<file path="src/rtl/store_narrow_rmw.sv">
// Narrows a 32-bit register value into a word-only synchronous-read RAM.
// Word stores go straight to WRITE. Halfword and byte stores read the word, merge the new lane(s), then write it back.
module store_narrow_rmw #(
    parameter int RD_LAT     = 1,
    parameter bit BIG_ENDIAN = 1'b0
) (
    input  logic        clk,
    input  logic        rst,
    input  logic        req_valid,
    output logic        req_ready,
    input  logic [1:0]  req_op,
    input  logic [31:0] req_addr,
    input  logic [31:0] req_data,
    output logic [31:0] mem_addr,
    output logic        mem_rd_en,
    input  logic [31:0] mem_rd_data,
    output logic        mem_wr_en,
    output logic [31:0] mem_wr_data,
    output logic        busy,
    output logic        done,
    output logic        err
);

    typedef enum logic [2:0] {
        ST_IDLE,
        ST_READ,
        ST_WAIT,
        ST_WRITE,
        ST_FIN
    } state_t;

    localparam logic [1:0] OP_SW  = 2'b00;
    localparam logic [1:0] OP_SH  = 2'b01;
    localparam logic [1:0] OP_SB  = 2'b10;
    localparam logic [1:0] OP_RSV = 2'b11;

    localparam int            CW       = (RD_LAT > 1) ? $clog2(RD_LAT) : 1;
    localparam logic [CW-1:0] CNT_LAST = CW'(RD_LAT - 1);

    state_t        state_q, state_d;
    logic [1:0]    op_q, op_d;
    logic [15:0]   data_q, data_d;
    logic [1:0]    lane_q, lane_d;
    logic [31:0]   addr_q, addr_d;
    logic [31:0]   wr_data_q, wr_data_d;
    logic [CW-1:0] cnt_q, cnt_d;

    logic          misaligned;
    logic [1:0]    lane_in;
    logic [3:0]    byte_sel;
    logic [31:0]   merged;

    assign misaligned = (req_op == OP_RSV)
                     || ((req_op == OP_SW) && (req_addr[1:0] != 2'b00))
                     || ((req_op == OP_SH) && req_addr[0]);

    // Big-endian reverses the byte lane; for aligned halfwords bit 1 of the reversed lane is 1-h.
    assign lane_in = BIG_ENDIAN ? ~req_addr[1:0] : req_addr[1:0];

    genvar gi;
    generate
        for (gi = 0; gi < 4; gi++) begin : g_lane
            localparam logic [1:0] LANE = 2'(gi);
            assign byte_sel[gi] = ((op_q == OP_SB) && (lane_q == LANE))
                               || ((op_q == OP_SH) && (lane_q[1] == LANE[1]));
            assign merged[8*gi +: 8] = !byte_sel[gi]             ? mem_rd_data[8*gi +: 8] :
                                       ((op_q == OP_SH) && LANE[0]) ? data_q[15:8]        :
                                                                      data_q[7:0];
        end
    endgenerate

    always_comb begin
        state_d   = state_q;
        op_d      = op_q;
        data_d    = data_q;
        lane_d    = lane_q;
        addr_d    = addr_q;
        wr_data_d = wr_data_q;
        cnt_d     = cnt_q;
        case (state_q)
            ST_IDLE: begin
                if (req_valid) begin
                    op_d   = req_op;
                    data_d = req_data[15:0];
                    lane_d = lane_in;
                    addr_d = {req_addr[31:2], 2'b00};
                    cnt_d  = '0;
                    if (misaligned) begin
                        state_d = ST_FIN;
                    end else if (req_op == OP_SW) begin
                        wr_data_d = req_data;
                        state_d   = ST_WRITE;
                    end else begin
                        state_d = ST_READ;
                    end
                end
            end
            ST_READ: begin
                cnt_d   = '0;
                state_d = ST_WAIT;
            end
            ST_WAIT: begin
                // Read data is valid only in the last wait cycle; sample and merge there.
                if (cnt_q == CNT_LAST) begin
                    wr_data_d = merged;
                    state_d   = ST_WRITE;
                end else begin
                    cnt_d = cnt_q + CW'(1);
                end
            end
            ST_WRITE: state_d = ST_IDLE;
            ST_FIN:   state_d = ST_IDLE;
            default:  state_d = ST_IDLE;
        endcase
    end

    always_ff @(posedge clk) begin
        if (rst) begin
            state_q   <= ST_IDLE;
            op_q      <= OP_SW;
            data_q    <= '0;
            lane_q    <= '0;
            addr_q    <= '0;
            wr_data_q <= '0;
            cnt_q     <= '0;
        end else begin
            state_q   <= state_d;
            op_q      <= op_d;
            data_q    <= data_d;
            lane_q    <= lane_d;
            addr_q    <= addr_d;
            wr_data_q <= wr_data_d;
            cnt_q     <= cnt_d;
        end
    end

    assign req_ready   = (state_q == ST_IDLE);
    assign busy        = (state_q != ST_IDLE);
    assign mem_rd_en   = (state_q == ST_READ);
    assign mem_wr_en   = (state_q == ST_WRITE);
    assign done        = (state_q == ST_WRITE) || (state_q == ST_FIN);
    assign err         = (state_q == ST_FIN);
    assign mem_addr    = addr_q;
    assign mem_wr_data = wr_data_q;

endmodule

</file>
<file path="config.mk">
export PLATFORM = sky130hd
export DESIGN_NAME = store_narrow_rmw
export DESIGN_NICKNAME = d
export VERILOG_FILES = /design/src/rtl/store_narrow_rmw.sv
export SDC_FILE = /design/constraint.sdc
export NUM_CORES = 1
export LEC_CHECK = 0
export CAP_MARGIN = 20
export CORE_ASPECT_RATIO = 0.75
export CORE_MARGIN = 4
export CORE_UTILIZATION = 40
export DETAILED_ROUTE_END_ITERATION = 16
export GPL_ROUTABILITY_DRIVEN = 0
export PLACE_DENSITY = 0.79
export SKIP_CTS_REPAIR_TIMING = 1
export SYNTH_ARGS = -nofsm -noshare
export SYNTH_HDL_FRONTEND = slang
export SYNTH_SLANG_ARGS = --single-unit
</file>
<file path="constraint.sdc">
create_clock -name clk -period 1.6 [get_ports clk]
set_input_delay 0.24 -clock clk [delete_from_list [all_inputs] [get_ports clk]]
set_output_delay 0.24 -clock clk [all_outputs]
set_load 0.005 [all_outputs]
</file>
==> summary by stage, run 1 <==
Status
The flow ran to the end, and the final reports show no timing, DRC or antenna violations.

Synth
After synthesis, the share of flip-flops with an asynchronous set or reset is 0%. In the synthesized netlist, the number of instances is between 400 and 500. During synthesis, Yosys emitted a total of 0 warnings.

The count of distinct cell types in the synthesized netlist is 31. By area the synthesized netlist is led by sky130_fd_sc_hd__dfxtp_1, sky130_fd_sc_hd__mux2i_1, sky130_fd_sc_hd__nand2_1, sky130_fd_sc_hd__a21oi_1, sky130_fd_sc_hd__o22ai_1. The synthesized cell area is approximately 0.0036 mm². The biggest area contributor in the post-synthesis netlist is sky130_fd_sc_hd__dfxtp_1. In this run the mean area of a mapped cell was between 8 and 9 µm².

The number of enable-type register cells in the synthesized netlist is 0. Of the synthesized area, sequential elements account for between 40% and 50%. The portion of synthesized cell area occupied by the leading cell type is 47.4%. The predominant post-synthesis flop cell is sky130_fd_sc_hd__dfxtp_1. The count of state elements after synthesis is 85.

STA
The final critical-path required period is 1560 ps. The hold violation total from the final report is 0. For this run, the top clock speed supported by timing is 642 MHz.

For the final database, setup skew stands at slightly below 7 ps. The count of final max-slew check failures is 0. In the post-route analysis, the smallest setup slack over all paths is ~42 ps. Setup violations remaining at the end of the flow were counted as 0. After routing, the total negative slack on setup checks comes to 0 ps. The final critical path takes up 97.4% of the cycle.

Route
The number of DRC violations after detailed-routing iteration 0 is 231. The detail-routed net length per standard cell is 17.2 µm. For this run, design rule violations remaining after detail routing come to 0.

The average via count per standard cell is 5.31. The number of antenna-violating nets in the routed design is 0. The detailed router placed 3,715 vias in this run. The final layout contains routed wiring with a total length of 12,000 µm. Before antenna repair, the detailed router went through 4 iterations.

Cells and area
In the layout the commonest cells are sky130_fd_sc_hd__clkdlybuf4s50_1, sky130_fd_sc_hd__nand2_1, sky130_fd_sc_hd__dfxtp_1. The repair_antennas step left the layout with diodes totalling 0. The final core area utilization is between 60% and 70%. The most common library cell in the layout ignoring fill and taps is sky130_fd_sc_hd__clkdlybuf4s50_1. The number of cells in the finished layout apart from fillers is 699.

The total of fill cells in the finished design is 702. The proportion of layout cells with a drive suffix above 1 is 10.2%. The count of nets after finishing is 688. The synthesis-to-layout area growth is 65.1%.

Floorplan
171 I/O pins were placed. In this run the vertical extent of the chip is 90.0 µm. The initial core utilization is 41.7%. The chip width is ~120 µm. The overall die area is about 0.011 mm². The number of placement rows is 29. The area inside the core boundary is 0.00860 mm².

Place
The half-perimeter wire length of the detailed placement result is 8750 µm. Timing analysis after detailed placement gives a worst setup slack of -339 ps. The number of buffers added on ports is approximately 170. The placed cell count is 683.

Clock tree
TritonCTS created 9 clock buffers. The number of clock sinks seen by CTS is 85. The worst-skew pair later-pin latency is ~340 ps. The H-tree generated during clock tree synthesis spans 3 levels. The clock passes through at most 2 buffers. The clock transition at the register clock pins on the worst setup and hold paths after CTS is 60 ps. Clock tree synthesis selected as its root buffer the cell sky130_fd_sc_hd__clkbuf_16. TritonCTS built the clock tree.

Hold path
The type of the worst min-delay path is in2reg. The hold-critical path depth is 4.

Global routing
The maximum number of pins on one net before global-route repair is 39. The first global-routing pass estimated ~19,000 µm of wire. The total overflow left after global routing is 0.

The total routing resource utilization after global routing is 22.1%. The via count of the first global-routing pass was between 3,000 and 4,000. The initial antenna violation count is 0.

Worst setup path
The data required time of the critical path is 1820 ps. The critical path's largest stage delay is between 400 and 500 ps. Traced cell by cell, the critical path runs through clkdlybuf4s50_1 -> nor4_1 -> buf_4 -> nand3_2 -> buf_12 -> mux2i_1 -> o22ai_1. The startpoint identified for the worst register-to-register timing path is state_q[1]. The worst register-to-register path ends at mem_addr[8]. The category of the worst setup path launch point is an input port. The arrival time at the worst endpoint is 1780 ps. The critical path is of the in2reg type. In this run the worst setup path begins at req_op[0].

The slowest cell on the critical path is sky130_fd_sc_hd__clkdlybuf4s50_1. The highest net fanout along the worst path is 32. The worst setup path is captured at a flip-flop. The worst register-to-register path has a depth of 7. The worst setup path endpoint is mem_wr_data[6]. In this run the register-to-register setup slack is 70 ps.

Power
The leakage power summed over all cells is 0.00248 µW. The maximum vdd drop is approximately 0.00061 V. The total power density per cell area is 958 mW/mm². The design draws 5680 µW.

Flow run
The total of max-cap violations is 0.
-- worst max-delay path, delay by kind of cell --
family                 cells  cell delay, ps
AO/OA/AOI/OAI              1             110
AND/OR/NAND/NOR            2             390
buffers and inverters      3             790
multiplexers               1             220
-- cell families after synthesis --
logic type	count (synthesis)	share of synthesized area, %
muxes	48	13.4
and+or+nand+nor	129	15.2
AOI/OAI and AO/OA	114	19.6
DFF	85	47.4
other	1	0.105
buffers and inverters	35	4.32
-- cell usage after synthesis (all sizes together), types with 2 or more instances --
master	count
a21oi	53
clkbuf	18
nor3	3
nand3b	2
nor2	6
and2	3
o221ai	14
mux2i	48
buf	15
nand3	2
inv	2
nand2b	4
a21o	2
o21ai	14
o22a	8
o22ai	20
dfxtp	85
nand2	103
-- per-layer routing --
layer / wire length (µm) / track usage (%) / up-vias
met5: 0 / 0 / -
met4: 129 / 5.76 / 0
met3: 969 / 7.53 / 14
met2: 5310 / 34.9 / 156
met1: 5610 / 29.0 / 1751
li1: - / - / 1794
-- where the power goes --
group	switching [µW]	total, µW	internal, µW
sequential	119	2410	2290
clock	797	1970	1170
combinational	542	1300	760
-- cell type report --
cell class	count	area (µm²)	area share, %
sequential	85	1710	28.8
timing repair buffer	196	2020	34.1
multi-input combinational	293	1770	29.9
inverter	2	7.51	0.127
clock buffer	14	274	4.63
clock inverter	1	5.00	0.0845
tap	108	135	2.28
-- per-stage QoR --
stage	hold slack, ps	instance area (µm²)
floorplan	371	3590
global placement	440	5570
detailed placement	446	5570
CTS	231	5850
global route	265	5920
finish	233	5920
-- worst min path at each step --
stage	startpoint	end	slack, ps
CTS	rst	state_q[0]	230
global placement	mem_addr[3]	mem_addr[3]	440
floorplan	req_valid	state_q[0]	370
global route	rst	state_q[0]	260
detailed placement	mem_addr[12]	mem_addr[12]	450
finish	rst	state_q[0]	230
-- flip-flops by register name (all words and copies together), names as in the netlist --
signal / count
data_q: 16
mem_addr: 30
op_q: 2
state_q: 3
mem_wr_data: 32
lane_q: 2
Note: power is estimated with default switching activity, not from simulation.
==> inputs of run 2 (changes only) <==
- CTS_CLUSTER_DIAMETER: unset -> 120
==> results of run 2 <==
Final layout, timing and power as in run 1 (identical DEF).
